--- src/rtl/regset_arb_pkg.sv ---
// regset_arb_pkg: shared types for the regset arbiter.
//   state_t : arbiter FSM states
//   owner_t : which requester currently owns the regset
//   op_t    : operation latched at grant time (write flag, register select, data)
//   CNT_W   : width of the read-duration counter
package regset_arb_pkg;

    localparam int CNT_W = 4;

    typedef enum logic [1:0] {
        IDLE,
        GRANT,
        ACCESS,
        DONE
    } state_t;

    typedef enum logic {
        OWN_A,
        OWN_B
    } owner_t;

    typedef struct packed {
        logic       wr;
        logic       sel;
        logic [7:0] d;
    } op_t;

    function automatic op_t make_op(input logic wr, input logic sel, input logic [7:0] d);
        op_t op;
        op.wr  = wr;
        op.sel = sel;
        op.d   = d;
        return op;
    endfunction

endpackage

--- src/rtl/rr_pick2.sv ---
// rr_pick2: two-way round-robin winner select with its pointer register.
// Ports:
//   i_clk, i_reset  : clock, synchronous active-high reset
//   i_req_a/i_req_b : pending requests
//   i_advance       : move the pointer away from i_last (end of a transaction)
//   i_last          : owner of the transaction that is finishing
//   o_winner        : combinational winner for the current requests
//   o_any           : at least one request is pending
// Parameter B_PRIO_INIT: pointer value after reset (0 = A favoured, 1 = B).
module rr_pick2
    import regset_arb_pkg::*;
#(
    parameter bit B_PRIO_INIT = 1'b0
) (
    input  logic   i_clk,
    input  logic   i_reset,
    input  logic   i_req_a,
    input  logic   i_req_b,
    input  logic   i_advance,
    input  owner_t i_last,
    output owner_t o_winner,
    output logic   o_any
);

    logic favour_b;

    always_comb begin
        o_any    = i_req_a | i_req_b;
        o_winner = OWN_A;
        if (i_req_a && i_req_b) begin
            o_winner = favour_b ? OWN_B : OWN_A;
        end else if (i_req_b) begin
            o_winner = OWN_B;
        end
    end

    // After a transaction the other requester is favoured next.
    always_ff @(posedge i_clk) begin
        if (i_reset) begin
            favour_b <= B_PRIO_INIT;
        end else if (i_advance) begin
            favour_b <= (i_last == OWN_A);
        end
    end

endmodule

--- src/rtl/regset_arbiter.sv ---
// regset_arbiter: shares the two-register regset (r_0/r_1) between requester A
// (CPU control sequencer) and requester B (debug/monitor port). One transaction
// at a time, round-robin between the requesters. A transaction is a single
// register write or a bus read held for READ_CYCLES cycles.
//
// Ports:
//   i_clk, i_reset               : clock, synchronous active-high reset
//   i_reqX                       : request, held until o_doneX
//   i_wrX, i_selX, i_dX          : op, register select and write data (sampled at grant)
//   o_gntX                       : requester X owns the regset (GRANT..DONE)
//   o_doneX                      : one-cycle pulse at end of X's transaction
//   o_d                          : write data to the regset
//   o_write0, o_write1           : write strobes for r_0 / r_1
//   o_busSel, o_busEn            : regset bus select and transmitter enable
//   o_busy                       : arbiter is not IDLE
//   i_lockA, i_lockB             : only with REGSET_ARB_LOCK_EN; holding lock (and
//                                  request) in DONE chains another transaction for
//                                  the same owner without releasing the regset.
//
// Parameters:
//   READ_CYCLES : cycles o_busEn is held for a read (1..15)
//   B_PRIO_INIT : initial round-robin pointer (0 = A first, 1 = B first)
//
// Optional feature macro: REGSET_ARB_LOCK_EN
module regset_arbiter
    import regset_arb_pkg::*;
#(
    parameter int unsigned READ_CYCLES = 2,
    parameter bit          B_PRIO_INIT = 1'b0
) (
    input  logic       i_clk,
    input  logic       i_reset,
    input  logic       i_reqA,
    input  logic       i_wrA,
    input  logic       i_selA,
    input  logic [7:0] i_dA,
    output logic       o_gntA,
    output logic       o_doneA,
    input  logic       i_reqB,
    input  logic       i_wrB,
    input  logic       i_selB,
    input  logic [7:0] i_dB,
    output logic       o_gntB,
    output logic       o_doneB,
`ifdef REGSET_ARB_LOCK_EN
    input  logic       i_lockA,
    input  logic       i_lockB,
`endif
    output logic [7:0] o_d,
    output logic       o_write0,
    output logic       o_write1,
    output logic       o_busSel,
    output logic       o_busEn,
    output logic       o_busy
);

    localparam logic [CNT_W-1:0] CNT_LOAD = CNT_W'(READ_CYCLES - 1);

    state_t           state;
    owner_t           owner;
    op_t              op;
    logic [CNT_W-1:0] cnt;

    owner_t pick_winner;
    logic   pick_any;
    logic   relock;
    logic   advance;
    op_t    op_a;
    op_t    op_b;
    op_t    winner_op;
    op_t    owner_op;

    always_comb begin
        op_a      = make_op(i_wrA, i_selA, i_dA);
        op_b      = make_op(i_wrB, i_selB, i_dB);
        winner_op = (pick_winner == OWN_A) ? op_a : op_b;
        owner_op  = (owner == OWN_A) ? op_a : op_b;
    end

`ifdef REGSET_ARB_LOCK_EN
    // A lock only counts while its owner still requests.
    assign relock = (owner == OWN_A) ? (i_lockA & i_reqA) : (i_lockB & i_reqB);
`else
    assign relock = 1'b0;
`endif

    // A chained (locked) transaction keeps the pointer where it is.
    assign advance = (state == DONE) && !relock;

    rr_pick2 #(
        .B_PRIO_INIT(B_PRIO_INIT)
    ) u_pick (
        .i_clk    (i_clk),
        .i_reset  (i_reset),
        .i_req_a  (i_reqA),
        .i_req_b  (i_reqB),
        .i_advance(advance),
        .i_last   (owner),
        .o_winner (pick_winner),
        .o_any    (pick_any)
    );

    assign o_busy = (state != IDLE);

    // Outputs are registered: each transition assigns the values the
    // destination state presents. Strobes, bus enable and done pulses default
    // to 0 every cycle so they can only last as long as a transition sets them.
    always_ff @(posedge i_clk) begin
        if (i_reset) begin
            state    <= IDLE;
            owner    <= OWN_A;
            op       <= '0;
            cnt      <= '0;
            o_gntA   <= 1'b0;
            o_gntB   <= 1'b0;
            o_doneA  <= 1'b0;
            o_doneB  <= 1'b0;
            o_d      <= '0;
            o_write0 <= 1'b0;
            o_write1 <= 1'b0;
            o_busSel <= 1'b0;
            o_busEn  <= 1'b0;
        end else begin
            o_write0 <= 1'b0;
            o_write1 <= 1'b0;
            o_busEn  <= 1'b0;
            o_doneA  <= 1'b0;
            o_doneB  <= 1'b0;
            case (state)
                IDLE: begin
                    if (pick_any) begin
                        state    <= GRANT;
                        owner    <= pick_winner;
                        op       <= winner_op;
                        o_gntA   <= (pick_winner == OWN_A);
                        o_gntB   <= (pick_winner == OWN_B);
                        o_d      <= winner_op.d;
                        o_busSel <= winner_op.sel;
                    end
                end
                GRANT: begin
                    state <= ACCESS;
                    cnt   <= CNT_LOAD;
                    if (op.wr) begin
                        o_write0 <= !op.sel;
                        o_write1 <= op.sel;
                    end else begin
                        o_busEn <= 1'b1;
                    end
                end
                ACCESS: begin
                    // A write always takes one cycle; a read leaves once the
                    // counter loaded with READ_CYCLES-1 has run down to 0.
                    if (op.wr || cnt == '0) begin
                        state   <= DONE;
                        o_doneA <= (owner == OWN_A);
                        o_doneB <= (owner == OWN_B);
                    end else begin
                        cnt     <= cnt - 1'b1;
                        o_busEn <= 1'b1;
                    end
                end
                DONE: begin
                    if (relock) begin
                        state    <= GRANT;
                        op       <= owner_op;
                        o_d      <= owner_op.d;
                        o_busSel <= owner_op.sel;
                    end else begin
                        state    <= IDLE;
                        o_gntA   <= 1'b0;
                        o_gntB   <= 1'b0;
                        o_d      <= '0;
                        o_busSel <= 1'b0;
                    end
                end
                default: begin
                    state <= IDLE;
                end
            endcase
        end
    end

endmodule

--- config.mk ---
export PLATFORM = sky130hd
export DESIGN_NAME = regset_arbiter
export DESIGN_NICKNAME = d
export VERILOG_FILES = /design/src/rtl/regset_arb_pkg.sv /design/src/rtl/rr_pick2.sv /design/src/rtl/regset_arbiter.sv
export SDC_FILE = /design/constraint.sdc
export NUM_CORES = 1
export LEC_CHECK = 0
export BUFFER_PORTS_ARGS = -buffer_cell sky130_fd_sc_hd__buf_2
export CAP_MARGIN = 40
export CORE_ASPECT_RATIO = 0.9
export CORE_MARGIN = 3
export CORE_UTILIZATION = 40
export DETAILED_ROUTE_END_ITERATION = 10
export GPL_TIMING_DRIVEN = 0
export PLACE_DENSITY = 0.66
export SETUP_SLACK_MARGIN = 0.15
export SYNTH_ARGS = -nofsm -noshare
export SYNTH_HDL_FRONTEND = slang
export SYNTH_HIERARCHICAL = 1
export SYNTH_SLANG_ARGS = --single-unit
--- constraint.sdc ---
create_clock -name i_clk -period 2.3 [get_ports i_clk]
set_input_delay 0.115 -clock i_clk [delete_from_list [all_inputs] [get_ports i_clk]]
set_output_delay 0.115 -clock i_clk [all_outputs]
set_load 0.1 [all_outputs]
==> impl_metrics.tcl, run 1 <==
set metrics [dict create \
    avgSynthCellArea_sq_um 9.80 \
    hp-class "primary input to flip-flop" \
    grt_setup_unrepaired "no" \
    layout-drive-gt1-share_pct 33.9 \
    io_buffers 40 \
    chipWidth_um 64.1 \
    grt_antenna_before_repair 0 \
    p_per_area_nw_per_um2 1400 \
    peakVddDrop_uv 557 \
    ys_ff_latch 26 \
    r2r_end "o_d[2]$_SDFFE_PP0P_" \
    clock_skew_ns 0.00795 \
    dp_slack_ns 0.385 \
    status "finished clean" \
    grt_max_degree 14 \
    fillers 267 \
    layout_commonest_cell "buf_2" \
    hold_viol 0 \
    drc 0 \
    io_pins 41 \
    clk_pin_slew_ns 0.13 \
    setup_ws_ns 0.330 \
    reg2reg_slack_ns 0.33 \
    n_antenna_cell 0 \
    min_to "op[9]$_SDFFE_PP0P_" \
    dp_hpwl_mm 2.04 \
    min-delay-start "i_wrA" \
    required_ns 2.49 \
    drv_slew 0 \
    drt_iter0_markers 22 \
    timing.setup.tns_ns 0 \
    start_util_pct 43.2 \
    period_needed_ns 1.97 \
    wl_met1_mm 1.20 \
    grt-ovfl-total 0 \
    reg2reg_depth 6 \
    multi_input_area_sq_um 626 \
    cp-start-kind "flip-flop" \
    cts_made_buffers 3 \
    cts-root-buf "clkbuf_4" \
    setup_violations 0 \
    highest_layer "met4" \
    final_cell_mix "buf_2 (41), dfxtp_1 (26), nor2_1 (18), a22oi_1 (11)" \
    max_cap_violations 0 \
    fmax_mhz 508 \
    die_h_um 58.3 \
    critPathMaxFanout 10 \
    clock_sinks 26 \
    syn-num-nets 154 \
    leakagePower_nw 0.690 \
    gp_congestion 0.755 \
    core_region_area_sq_um 2820 \
    cp.arrival_ns 2.16 \
    met3_length_um 120 \
    syn2layout_area_growth_pct 23.3 \
    grt.total_usage_pct 14.8 \
    tritoncts "yes" \
    clk_latency_ns 0.31 \
    vias 1052 \
    ant_nets 0 \
    wl_per_cell_um 12.8 \
    synthDistinctLibCells 34 \
    fin_nets 200 \
    register_area_sq_um 520 \
    timing.final.crit_share_pct 85.6 \
    setup.worst_path.start "u_pick/favour_b$_SDFFE_PP0P_" \
    holdPathStages 3 \
    routed_wl_mm 2.66 \
    worst-setup-path-type "flip-flop to flip-flop" \
    cts.htree.levels 1 \
    cts_resized 0 \
    first_pass_iters 4 \
    ys_seq_area_share_pct 42.8 \
    tightest_slew_ns 0.602 \
    r2r_start "u_pick/favour_b$_SDFFE_PP0P_" \
    setup.worst_path.end_class "flip-flop" \
    slew_headroom_pct 59.5 \
    clockBufferDepth 2 \
    synthCells 124 \
    syn_area_sq_um 1210 \
    wl_met2_mm 1.33 \
    first_global_vias 972 \
    grt_pass1_wl_mm 4.39 \
    yosysWarnings 6 \
    viasPerCell 5.06 \
    dieArea_sq_um 3740 \
    rows 18 \
]
power breakdown:
group	switching [W]	total (W)	internal, W
Combinational	0.000936	0.00128	0.000346
Clock	0.000124	0.000185	0.0000612
Sequential	0.0000701	0.000631	0.000560
per-layer routing:
layer | GRT usage [%] | vias up
li1 | - | 530
met1 | 19.4 | 497
met2 | 24.0 | 23
met3 | 5.04 | 2
met4 | 2.71 | 0
met5 | 0 | -
layout make-up:
cell class              instances  share of cell area (%)
clock buffers                   3                    1.50
repair buffers                 41                    14.0
flip-flops and latches         26                    34.8
inverters                       9                    2.26
multi-input cells              82                    41.8
plain buffers                   7                    2.34
well taps                      40                    3.34
metrics by stage:
step | total power, W | instances | hold slack [ns] | utilization (%) | instance area, sq um
after floorplan | 0.00170 | 124 | 0.188 | - | 1210
final | 0.00210 | 208 | 0.148 | 53.2 | 1500
after CTS | 0.00212 | 208 | 0.141 | 53.2 | 1500
after detailed placement | 0.00192 | 204 | 0.338 | 52.0 | 1470
after global placement | 0.00189 | 204 | 0.331 | 52.0 | 1470
after global routing | 0.00224 | 208 | 0.150 | 53.2 | 1500
what timing repair did:
item	CTS	global route
buffers inserted	0	0
hold buffers	1	0
hold endpoints to repair	1	0
cell usage after synthesis (all sizes together):
cell,number,area [sq um]
ha,6,75.1
or4,1,7.51
o311a,1,10.0
nand2b,2,20.0
clkbuf,5,18.8
nor4b,2,17.5
o22ai,1,6.26
dfxtp,26,521
nor2b,1,6.26
mux2i,5,50.1
or3,2,12.5
nor2,18,67.6
nand2,3,11.3
a22oi,11,82.6
mux2,9,101
o211a,1,10.0
a21boi,2,15.0
nor3b,2,26.3
nand3,1,5.00
inv,9,33.8
or2,1,6.26
nor3,1,5.00
a2bb2oi,1,8.76
and3b,1,8.76
o211ai,3,22.5
a211oi,3,22.5
a21oi,1,5.00
a31oi,1,6.26
buf,2,16.3
and2,1,6.26
and4b,1,10.0
flip-flops by register name, indices dropped and copies added, names as in the netlist, 2 cells and up:
| name | flops |
|---|---|
| op | 2 |
| state | 2 |
| cnt | 4 |
| o_d | 8 |
cell families after synthesis:
kind of cell | Yosys count | synth area share, %
adder cells (fa/ha/maj) | 6 | 6.18
AO/OA/AOI/OAI | 25 | 15.6
AND/OR/NAND/NOR | 37 | 17.3
multiplexers | 14 | 12.5
flip-flops | 26 | 42.8
buffers and inverters | 16 | 5.66
worst max-delay path, stage by stage (launching register included):
cell and delay [ns]:
dfxtp_1 0.37, inv_1 0.04, a21boi_0 0.48, buf_2 0.37, mux2_2 0.37, a22oi_1 0.15, nor2_1 0.06
how the worst max path moves through the flow:
stage / to / slack (ns) / cells after the start
2_1_floorplan: state[0]$_SDFFE_PP0P_ / 0.47 / 5
5_1_grt: o_d[3]$_SDFFE_PP0P_ / 0.21 / 6
4_1_cts: o_d[2]$_SDFFE_PP0P_ / 0.36 / 6
6_report: o_d[2]$_SDFFE_PP0P_ / 0.33 / 6
3_5_place_dp: o_d[2]$_SDFFE_PP0P_ / 0.39 / 6
3_3_place_gp: o_d[1]$_SDFFE_PP0P_ / 0.41 / 6
Note: power is estimated with default switching activity, not from simulation.
==> run 2, diff against run 1 <==
CELL_PAD_IN_SITES_DETAIL_PLACEMENT = 1   (was default)
CELL_PAD_IN_SITES_GLOBAL_PLACEMENT = 1   (was default)
CORE_UTILIZATION = 36   (was 40)
PLACE_DENSITY = default   (was 0.66)
PLACE_DENSITY_LB_ADDON = 0.1   (was default)
==> run 2 against run 1 <==
Effect of this change:
- clock skew shrank 0.0060 ns
- sequential share of layout area shrank 0.26 points
- routed wire length grew 15%
- sequential power is essentially flat
- utilization shrank 5.1 points
- critical path depth is the same
- global-route usage grew 1.4 points
- setup slack lost 0.0015 ns
==> impl_metrics.tcl, run 2 (synthesized netlist as in run 1, its figures left out) <==
set metrics [dict create \
    leakagePower_nw 0.694 \
    total_power_w 0.00219 \
    tightest_slew_ns 0.611 \
    largest_register_ffs 8 \
    worst-setup-path-type "flip-flop to flip-flop" \
    n_antenna_cell 0 \
    reg_top3 "o_d (8), cnt (4)" \
    tritoncts "yes" \
    reg2reg_depth 6 \
    drc 0 \
    grt.total_usage_pct 16.2 \
    r2r_end "o_d[7]$_SDFFE_PP0P_" \
    dieArea_sq_um 4110 \
    ant_nets 0 \
    timing.final.crit_share_pct 85.7 \
    p_per_area_nw_per_um2 1450 \
    period_needed_ns 1.97 \
    slew_headroom_pct 58.9 \
    reg2reg_slack_ns 0.33 \
    clk_latency_ns 0.27 \
    fin_util_pct 48.1 \
    clock_skew_ns 0.00199 \
    grt_antenna_before_repair 0 \
    rows 19 \
    wl_per_cell_um 14.6 \
    io_buffers 40 \
    vias 1061 \
    required_ns 2.45 \
    die_h_um 61.1 \
    cp-endpoint "o_d[7]$_SDFFE_PP0P_" \
    grt_pass1_wl_mm 4.95 \
    clockBufferDepth 2 \
    cp-start-kind "flip-flop" \
    layout-drive-gt1-share_pct 34.1 \
    cts-root-buf "clkbuf_8" \
    gp_congestion 0.712 \
    dp_cells 206 \
    cts.htree.levels 1 \
    dp_hpwl_mm 2.39 \
    viasPerCell 5.08 \
    routed_wl_mm 3.06 \
    grt-ovfl-total 0 \
    first_pass_iters 4 \
    setup.worst_path.start "u_pick/favour_b$_SDFFE_PP0P_" \
    critPathMaxFanout 10 \
    start_util_pct 38.7 \
    cts_resized 0 \
    hold_viol 0 \
    setup_violations 0 \
    setup.worst_path.end_class "flip-flop" \
    drv_slew 0 \
    timing.setup.tns_ns 0 \
    cp.arrival_ns 2.12 \
    fmax_mhz 507 \
    clock_sinks 26 \
    grt_setup_unrepaired "no" \
    status "finished clean" \
    postCtsSetupBuffers 0 \
    syn2layout_area_growth_pct 24.2 \
    layout_commonest_cell "buf_2" \
    max_flop_register "o_d" \
    clk_pin_slew_ns 0.08 \
    fin_nets 199 \
    r2r_start "u_pick/favour_b$_SDFFE_PP0P_" \
    chipWidth_um 67.2 \
    max_cap_violations 0 \
    first_global_vias 1091 \
    final_cell_mix "buf_2 (41), dfxtp_1 (26), nor2_1 (18), a22oi_1 (11)" \
    fin_cells 209 \
    peakVddDrop_uv 613 \
    io_pins 41 \
    cts_hold_buf 0 \
    hp-class "primary input to flip-flop" \
    grt_max_degree 14 \
    drt_iter0_markers 30 \
    core_region_area_sq_um 3140 \
    cts_made_buffers 3 \
]
==> run 2: cell count changes in the layout (fill, tap and decap cells not counted), sizes merged <==
cell / delta
dlygate4sd3: -1
==> run 2: worst min-delay path by stage <==
stage	start	cells past startpoint	endpoint	slack, ns
floorplan	i_reset	1	u_pick/favour_b$_SDFFE_PP0P_	0.19
global placement	i_reset	2	u_pick/favour_b$_SDFFE_PP0P_	0.33
detailed placement	i_reset	2	u_pick/favour_b$_SDFFE_PP0P_	0.34
CTS	i_reset	2	u_pick/favour_b$_SDFFE_PP0P_	0.05
global route	i_reset	2	u_pick/favour_b$_SDFFE_PP0P_	0.06
finish	i_reset	2	u_pick/favour_b$_SDFFE_PP0P_	0.05
==> run 2: layout make-up <==
cell class	instances	area (sq um)
Clock buffer	3	41.3
Buffer	7	35.0
Tap cell	42	52.6
Fill cell	383	1630
Inverter	9	33.8
Timing Repair Buffer	40	200
Multi-Input combinational cell	82	626
Sequential cell	26	520
==> run 2: per-stage QoR <==
stage	setup slack, ns	area (sq um)	hold WS, ns
floorplan	0.474	1210	0.188
global placement	0.385	1470	0.328
detailed placement	0.335	1470	0.342
CTS	0.290	1510	0.0493
global route	0.216	1510	0.0571
finish	0.329	1510	0.0504
==> run 2: where the power goes <==
part	total [W]	switching, W	internal, W
Combinational	0.00131	0.000960	0.000345
Sequential	0.000631	0.0000698	0.000561
Clock	0.000255	0.000138	0.000117
==> run 2: critical path, cell delays in order, from the launching register on <==
cell      delay [ns]
dfxtp_1         0.34
inv_1           0.04
a21boi_0        0.49
buf_2           0.36
mux2_2          0.37
a22oi_1         0.19
nor2_1          0.06
==> run 2: per-layer routing <==
layer / share of wire (%) / global-route usage (%)
met3: 4.1 / 4.01
met1: 42 / 18.2
met5: 0 / 0
met2: 53 / 30.5
met4: 1.0 / 4.34
